`config.mk`:
```
export PLATFORM = sky130hd
export DESIGN_NAME = uart_tx_feeder
export DESIGN_NICKNAME = d
export VERILOG_FILES = /design/src/rtl/uart_tx_feeder.sv
export SDC_FILE = /design/constraint.sdc
export NUM_CORES = 1
export LEC_CHECK = 0
export CAP_MARGIN = 0
export CORE_UTILIZATION = 56
export CTS_BUF_LIST = sky130_fd_sc_hd__clkbuf_4
export DETAILED_ROUTE_END_ITERATION = 10
export GPL_ROUTABILITY_DRIVEN = 0
export GPL_TIMING_DRIVEN = 1
export HOLD_SLACK_MARGIN = 0.05
export PLACE_DENSITY = 0.78
export SETUP_SLACK_MARGIN = 0.5
export SYNTH_ARGS = -nofsm -noshare
export SYNTH_HDL_FRONTEND = slang
export SYNTH_SLANG_ARGS = --single-unit
```
`constraint.sdc`:
```
create_clock -name clk -period 2.59 [get_ports clk]
set_clock_uncertainty 0.1 [all_clocks]
set_input_delay 0.259 -clock clk [delete_from_list [all_inputs] [get_ports clk]]
set_output_delay 0.259 -clock clk [all_outputs]
set_load 0.005 [all_outputs]
```
`src/rtl/uart_tx_feeder.sv`:
```
// uart_tx_feeder
//   Byte FIFO and launch sequencer that sits directly in front of a UART
//   transmitter (start/busy/done handshake). Game logic may push one byte per
//   cycle. The feeder launches one frame at a time and flags dropped pushes
//   and frames whose done never came back. Runs on the transmitter's clock.
//
// Ports
//   clk          baud-rate clock shared with the transmitter
//   rst          asynchronous, active-high reset
//   wr_en        push wr_data this cycle
//   wr_data      byte to queue
//   full         count == DEPTH
//   empty        count == 0
//   count        bytes queued, not counting the byte in flight
//   overflow     sticky: a push was dropped while full
//   timeout_err  sticky: a frame saw no tx_done within TIMEOUT cycles
//   tx_en        transmitter enable, 1 from the first edge after reset
//   tx_start     single-cycle launch pulse to the transmitter
//   tx_data      head byte, valid while tx_start=1 (0 otherwise)
//   tx_busy      transmitter busy
//   tx_done      transmitter frame done
module uart_tx_feeder #(
  parameter int DEPTH   = 16,
  parameter int TIMEOUT = 32
) (
  input  logic                     clk,
  input  logic                     rst,
  input  logic                     wr_en,
  input  logic [7:0]               wr_data,
  output logic                     full,
  output logic                     empty,
  output logic [$clog2(DEPTH):0]   count,
  output logic                     overflow,
  output logic                     timeout_err,
  output logic                     tx_en,
  output logic                     tx_start,
  output logic [7:0]               tx_data,
  input  logic                     tx_busy,
  input  logic                     tx_done
);

  localparam int AW = $clog2(DEPTH);
  localparam int TW = $clog2(TIMEOUT);

  typedef enum logic [1:0] {
    S_SYNC,
    S_IDLE,
    S_LAUNCH,
    S_WAIT
  } state_t;

  state_t          r_state;
  state_t          w_state_nxt;
  logic [7:0]      r_mem [DEPTH];
  logic [AW-1:0]   r_wr_ptr;
  logic [AW-1:0]   r_rd_ptr;
  logic [AW:0]     r_count;
  logic [TW-1:0]   r_timer;
  logic            r_low_seen;
  logic            r_overflow;
  logic            r_timeout_err;
  logic            r_tx_en;

  logic            w_full;
  logic            w_empty;
  logic            w_push;
  logic            w_pop;
  logic            w_timer_hit;

  assign w_full      = (r_count == (AW+1)'(DEPTH));
  assign w_empty     = (r_count == '0);
  assign w_push      = wr_en && !w_full;
  assign w_pop       = (r_state == S_LAUNCH);
  // Done has priority: a done on the last allowed cycle still completes the frame.
  assign w_timer_hit = (r_state == S_WAIT) && !tx_done &&
                       (r_timer == TW'(TIMEOUT - 1));

  always_comb begin
    w_state_nxt = r_state;
    case (r_state)
      // Busy lags start by a cycle, so two consecutive low samples are needed
      // before the transmitter can be trusted to be idle.
      S_SYNC:   if (!tx_busy && r_low_seen) w_state_nxt = S_IDLE;
      S_IDLE:   if (!w_empty) w_state_nxt = S_LAUNCH;
      S_LAUNCH: w_state_nxt = S_WAIT;
      S_WAIT: begin
        if (tx_done)          w_state_nxt = S_IDLE;
        else if (w_timer_hit) w_state_nxt = S_SYNC;
      end
      default:  w_state_nxt = S_SYNC;
    endcase
  end

  always_ff @(posedge clk or posedge rst) begin
    if (rst) begin
      r_state       <= S_SYNC;
      r_wr_ptr      <= '0;
      r_rd_ptr      <= '0;
      r_count       <= '0;
      r_timer       <= '0;
      r_low_seen    <= 1'b0;
      r_overflow    <= 1'b0;
      r_timeout_err <= 1'b0;
      r_tx_en       <= 1'b0;
    end else begin
      r_state <= w_state_nxt;
      r_tx_en <= 1'b1;

      if (w_push) r_wr_ptr <= r_wr_ptr + AW'(1);
      if (w_pop)  r_rd_ptr <= r_rd_ptr + AW'(1);

      case ({w_push, w_pop})
        2'b10:   r_count <= r_count + (AW+1)'(1);
        2'b01:   r_count <= r_count - (AW+1)'(1);
        default: r_count <= r_count;
      endcase

      // A pop in the same cycle does not rescue a push that arrived while full.
      if (wr_en && w_full) r_overflow    <= 1'b1;
      if (w_timer_hit)     r_timeout_err <= 1'b1;

      if (r_state == S_LAUNCH)    r_timer <= '0;
      else if (r_state == S_WAIT) r_timer <= r_timer + TW'(1);

      // Only meaningful inside SYNC; cleared elsewhere so each SYNC entry
      // starts counting busy-low samples from zero.
      if (r_state == S_SYNC) r_low_seen <= !tx_busy;
      else                   r_low_seen <= 1'b0;
    end
  end

  // Storage carries no reset: entries are only read after being written.
  always_ff @(posedge clk) begin
    if (w_push) r_mem[r_wr_ptr] <= wr_data;
  end

  assign full        = w_full;
  assign empty       = w_empty;
  assign count       = r_count;
  assign overflow    = r_overflow;
  assign timeout_err = r_timeout_err;
  assign tx_en       = r_tx_en;
  assign tx_start    = (r_state == S_LAUNCH);
  assign tx_data     = tx_start ? r_mem[r_rd_ptr] : 8'h00;

endmodule
```
* Yosys cells after proc, flatten, opt, wreduce, memory -nomap -nowiden
Memories as Yosys holds them, arrays and structs flattened.
Index checks and enable logic that the tools add are counted.
** Operators by class
- Add/sub/neg operators :: 5
- Eq/ne operators :: 10
- Multiplexer cells :: 12
- Reduce and logical (&&, ||, !) cells :: 13
** Operators with widths (number)
- $add A5 B1 Y5 const B :: 2
- $eq A5 B5 Y1 const B :: 2
- $mux W5 :: 2
- $pmux W5 S2 :: 1
- $add A4 B1 Y4 const B :: 2
- $mux W2 :: 4
- $mux W8 :: 1
- $pmux W2 S4 :: 1
- $eq A2 B2 Y1 const B :: 3
- $logic_and A1 B1 Y1 :: 5
- $logic_not A5 Y1 :: 1
- $sub A5 B1 Y5 const B :: 1
- $eq A2 B1 Y1 const B :: 2
- $ne A2 B2 Y1 const B :: 2
- $reduce_bool A2 Y1 :: 2
- $logic_not A1 Y1 :: 3
- $mux W1 :: 3
- $ne A3 B3 Y1 const B :: 1
- $reduce_and A3 Y1 :: 1
- $logic_not A2 Y1 :: 1
** Word-level totals
- Bits in registers :: 24
- Memory bits (writable) :: 128
- Output and inout port bits :: 19
- Logic and storage cells :: 50
- Memories kept :: 1
** Memory list
- r_mem :: words 16, bits a word 8, read ports 1, clocked after memory_dff 0, wr ports 1, RTL line 54 : logic [7:0] r_mem [DEPTH];

* Logic depth before layout (Yosys ltp)
- Depth in word-level cells :: 6
- Mapped depth :: 12
- Gate-level depth less buffers :: 10

* Least setup slack after synthesis
No wires, ideal clock.
- Kind :: register to register
- Start :: register r_count[1], in the netlist count[1]
- End :: register r_count[4], in the netlist count[4]
- Setup time :: 0.129 ns
- Arrival time :: 2.308 ns
- Setup slack :: 0.053 ns
- Stages on the path, launching flop included :: 13
- Buffers on the path :: 2
- Period minus slack after synthesis :: 2.537 ns
- Cells stage by stage :: dfrtp_1 clkbuf_2 nor4_4 a21boi_2 inv_1 ha_1 clkbuf_1 xor2_1 ha_1 and3b_1 o21ai_0 a31oi_1 xor2_1
** On the way
- Longest elaborated chain between the ends :: 5
- Elaborated cells between the ends (all ways) :: 9
** RTL lines
- start, declared :: RTL line 57 : logic [AW:0] r_count;
- start signal, assigned :: RTL line 113 : 2'b10: r_count <= r_count + (AW+1)'(1);
- start signal, assigned :: RTL line 114 : 2'b01: r_count <= r_count - (AW+1)'(1);
- start signal, assigned :: RTL line 115 : default: r_count <= r_count;
- $eq A5 B5 Y1 :: RTL line 70 : assign w_full = (r_count == (AW+1)'(DEPTH));
- $logic_not A1 Y1 :: RTL line 72 : assign w_push = wr_en && !w_full;
- $logic_and A1 B1 Y1 :: RTL line 72
- $eq A2 B1 Y1 / $eq A2 B2 Y1 (equally long branches) :: RTL line 112 : case ({w_push, w_pop})
- $pmux W5 S2 / $reduce_bool A2 Y1 (equally long branches)
Parallel ways exist; a longest one is shown, timed or not.
A chain may end at the register's enable or synchronous reset.

* Final worst setup path
- Start :: register r_rd_ptr[0]
- End :: output port tx_data[6]
** On the way
- Longest elaborated chain between the ends :: 2
** RTL lines
- start, declared :: RTL line 56 : logic [AW-1:0] r_rd_ptr;
- start signal, assigned :: RTL line 110 : if (w_pop) r_rd_ptr <= r_rd_ptr + AW'(1);
- $mem_v2 Z16 W8
- $mux W8 :: RTL line 144 : assign tx_data = tx_start ? r_mem[r_rd_ptr] : 8'h00;
- end, declared :: RTL line 37 : output logic [7:0] tx_data,
No other way between the ends.

==> impl_metrics.py <==
metrics = {
    "run_status": {
        "outcome": "finished, violations left",
        "violations": "negative setup slack",
    },
    "setup_path": {
        "critPathMaxFanout": 5,
        "crit_slowest_cell": "dfrtp_4",
        "cp-start-kind": "flip-flop",
        "cp.required_ps": 2230,
        "crit_type": "reg -> out",
        "path_buf_inv": 3,
        "path_delay_family": "multiplexers",
        "crit_chain": "buf_12, buf_6, mux4_2, mux2i_4, o22ai_2, buf_2",
        "end_kind": "output pin",
        "cp.arrival_ps": 2240,
        "cpPeakStageDelay_ps": 530,
    },
    "detailed_routing": {
        "drt-initial-drc-count": 245,
        "highest_layer": "met4",
        "vias": 3439,
        "routed_wl_mm": 12.94,
        "dr_wl_met2_mm": 6.562,
        "routedWlPerCell_um": 21.90,
        "drc": 0,
        "firstDrtPassIters": 4,
        "via_per_inst": 5.819,
        "met1Wirelength_mm": 5.273,
        "ant_nets": 0,
        "wl_met3_um": 896,
    },
    "logic_synthesis": {
        "netlist_instances": 354,
        "synthArstFlopShare": 0.1579,
        "yosys.area.top_type": "edfxtp_1",
        "yosys-top-cells-area": "edfxtp_1, dfrtp_1, mux4_2, mux2i_1, ha_1",
        "synth.avg_cell_area_um2": 17.96,
        "synth_flop_cell": "edfxtp_1",
        "synth_nets": 382,
        "ys.warnings.count": 0,
        "synth_area_um2": 6356,
        "synth_seq_cells": 152,
        "ys_seq_area_frac": 0.6992,
        "synth_top_cell_area_share": 0.6047,
        "netlist-cell-type-count": 51,
        "synth_edf_count": 128,
    },
    "global_routing": {
        "grt_pass1_vias": 3542,
        "overflow": 0,
        "antenna_found_initial": 1,
        "track_usage": 0.2319,
        "grt_pass1_wl_mm": 19.06,
        "grt_max_degree": 34,
    },
    "sta": {
        "holdWs_ps": 130.0,
        "fin_crit_sh": 1.003,
        "finalSetupViolCount": 3,
        "rsz0062_at_grt": "yes",
        "worst_pin_slew_ps": 971.9,
        "drv_slew": 0,
        "setup_ws_ps": -8.912,
        "min_period_ps": 2599,
        "maxSlewHeadroom": 0.3513,
        "final_hold_viol_count": 0,
        "fmax_ghz": 0.3848,
    },
    "flow_run": {
        "cap_violations": 0,
    },
    "die": {
        "initial_core_util": 0.5812,
        "die-area_um2": 11780,
        "io_pins": 32,
        "rows": 38,
        "die_h_um": 108.5,
        "die_w_um": 108.5,
        "core_um2": 10940,
    },
    "cells_and_area": {
        "fillers": 679,
        "drive_gt1_frac": 0.3667,
        "instances_no_fill": 591,
        "nNetsFinal": 466,
        "area_growth_pct": 20.65,
        "final_util": 0.7013,
    },
    "clock_network": {
        "clk_pin_slew_worst_paths_ps": 120,
        "root_buffer": "clkbuf_4",
        "cts_hold_buf": 0,
        "cts_buffer_depth": 2,
        "clock_sinks": 152,
        "h-tree-depth": 4,
        "insertion_delay_ps": 540,
        "numCtsBuffers": 17,
        "cts_tree": "done",
    },
    "power": {
        "powerDensity_nw_per_um2": 1060,
        "p_leak_nw": 2.766,
        "finalPower_mw": 8.126,
        "ir_worst_vdd_v": 0.0006338,
    },
    "placed_design": {
        "hpwl_mm": 7.759,
        "portBuffers": 31,
        "placed_cells": 535,
    },
    "min_path": {
        "hold_class": "in -> async",
    },
}
[report_power, final]
group          total (mW)  switching [mW]  internal [mW]
logic                3.28            1.56           1.72
clock network        1.54           0.865          0.672
registers            3.31           0.278           3.03
[cells by family (layout without fill, tap and decap cells)]
family,Yosys count,count (layout),synth area share
DFF,152,152,0.6992
muxes,51,51,0.1392
adders and majority gates,15,15,0.02953
other,1,2,0.0005900
xor gates and xnor gates,15,15,0.02067
AOI/OAI and AO/OA,33,33,0.03878
and+or+nand+nor,62,62,0.05020
buffers and inverters,25,121,0.02185
[registers in the layout, summed over array words and instances (netlist names)]
name,cells
tx_en,1
r_timer,5
count,5
r_wr_ptr,4
overflow,1
r_low_seen,1
timeout_err,1
r_mem,128
r_rd_ptr,4
r_state,2
[cell type report]
type | count | area, um^2 | share of cell area
antenna | 1 | 2.502 | 0.0003263
clock buffer | 17 | 127.6 | 0.01664
clock inverter | 14 | 170.2 | 0.02219
inverter | 8 | 30.03 | 0.003916
multi-input combinational | 177 | 1966 | 0.2563
sequential | 152 | 4453 | 0.5807
tap | 140 | 175.2 | 0.02284
timing repair buffer | 82 | 744.5 | 0.09708
[worst paths after layout]
kind	from	end	slack, ps	cells past startpoint
setup / recovery	r_rd_ptr[0]$_DFFE_PP0N_	tx_data[6]	-9	6
hold / removal	rst	tx_en$_DFF_PP0_	130	2
setup reg to reg	count[3]$_DFFE_PP0P_	count[4]$_DFFE_PP0P_	360	10
hold reg to reg	overflow$_DFFE_PP0P_	overflow$_DFFE_PP0P_	370	1
max in group asynchronous	rst	r_rd_ptr[0]$_DFFE_PP0N_	1550	2
min in group clk	tx_busy	r_low_seen$_DFF_PP0_	190	2
[per-layer routing]
metal | track usage | up-vias
met3 | 0.04521 | 24
met5 | 0 | -
met1 | 0.3122 | 1742
li1 | - | 1547
met2 | 0.3576 | 126
met4 | 0.1293 | 0
[synthesized netlist by cell type (all sizes together) (3+ instances only)]
| library cell | count |
|---|---|
| nand2b | 5 |
| mux2i | 19 |
| mux4 | 28 |
| edfxtp | 128 |
| xor2 | 8 |
| nor2b | 5 |
| clkbuf | 6 |
| inv | 8 |
| mux2 | 4 |
| a211oi | 3 |
| nand2 | 13 |
| ha | 15 |
| xnor2 | 7 |
| dfrtp | 24 |
| nor2 | 21 |
| nor3 | 4 |
| buf | 11 |
| o21ai | 5 |
| o22ai | 7 |
| nand4 | 3 |
[cells in the final DEF, fill, tap and decap left out, types with 3 or more instances in the layout]
cell and count:
dfrtp_1 19, inv_6 5, buf_4 38, mux2i_1 11, mux2_2 4, nor2_2 6, nor2_1 15, buf_2 9
buf_6 8, nand4_1 3, mux2i_4 3, xor2_1 7, nor3_1 3, clkbuf_4 17, buf_12 4, mux4_2 26
inv_1 6, nand2_4 3, o22ai_1 4, xnor2_1 7, nor2b_1 5, o22ai_2 3, o21ai_0 4, ha_1 11
clkdlybuf4s50_1 18, mux2i_2 5, edfxtp_1 128, ha_4 3, dfrtp_2 4, nand2_1 9, nand2b_1 5, clkinvlp_4 3
bufinv_16 3
[worst reg2reg max path: cells and delay by family (launching register included)]
| kind | cells | cell delay [ps] |
|---|---|---|
| AOI/OAI and AO/OA | 3 | 390 |
| xor gates and xnor gates | 2 | 300 |
| adders and majority gates | 2 | 370 |
| buffers and inverters | 1 | 90 |
| DFF | 1 | 450 |
| and+or+nand+nor | 2 | 480 |
[stage by stage]
step | TNS, ps | area [um^2] | setup WS (ps)
2_1_floorplan | 0 | 6392 | 230.8
3_3_place_gp | 0 | 6960 | 25.63
3_5_place_dp | 0 | 6960 | 8.239
4_1_cts | -162.8 | 7477 | -45.13
5_1_grt | -670.0 | 7669 | -111.7
6_report | -23.47 | 7669 | -8.912
[what timing repair did]
item	4_1_cts	5_1_grt
setup buffers	17	7
hold endpoints to repair	0	0
pin swaps	17	13
setup endpoints to repair	15	47
resized for setup	80	32
(Power assumes the default switching activity.)
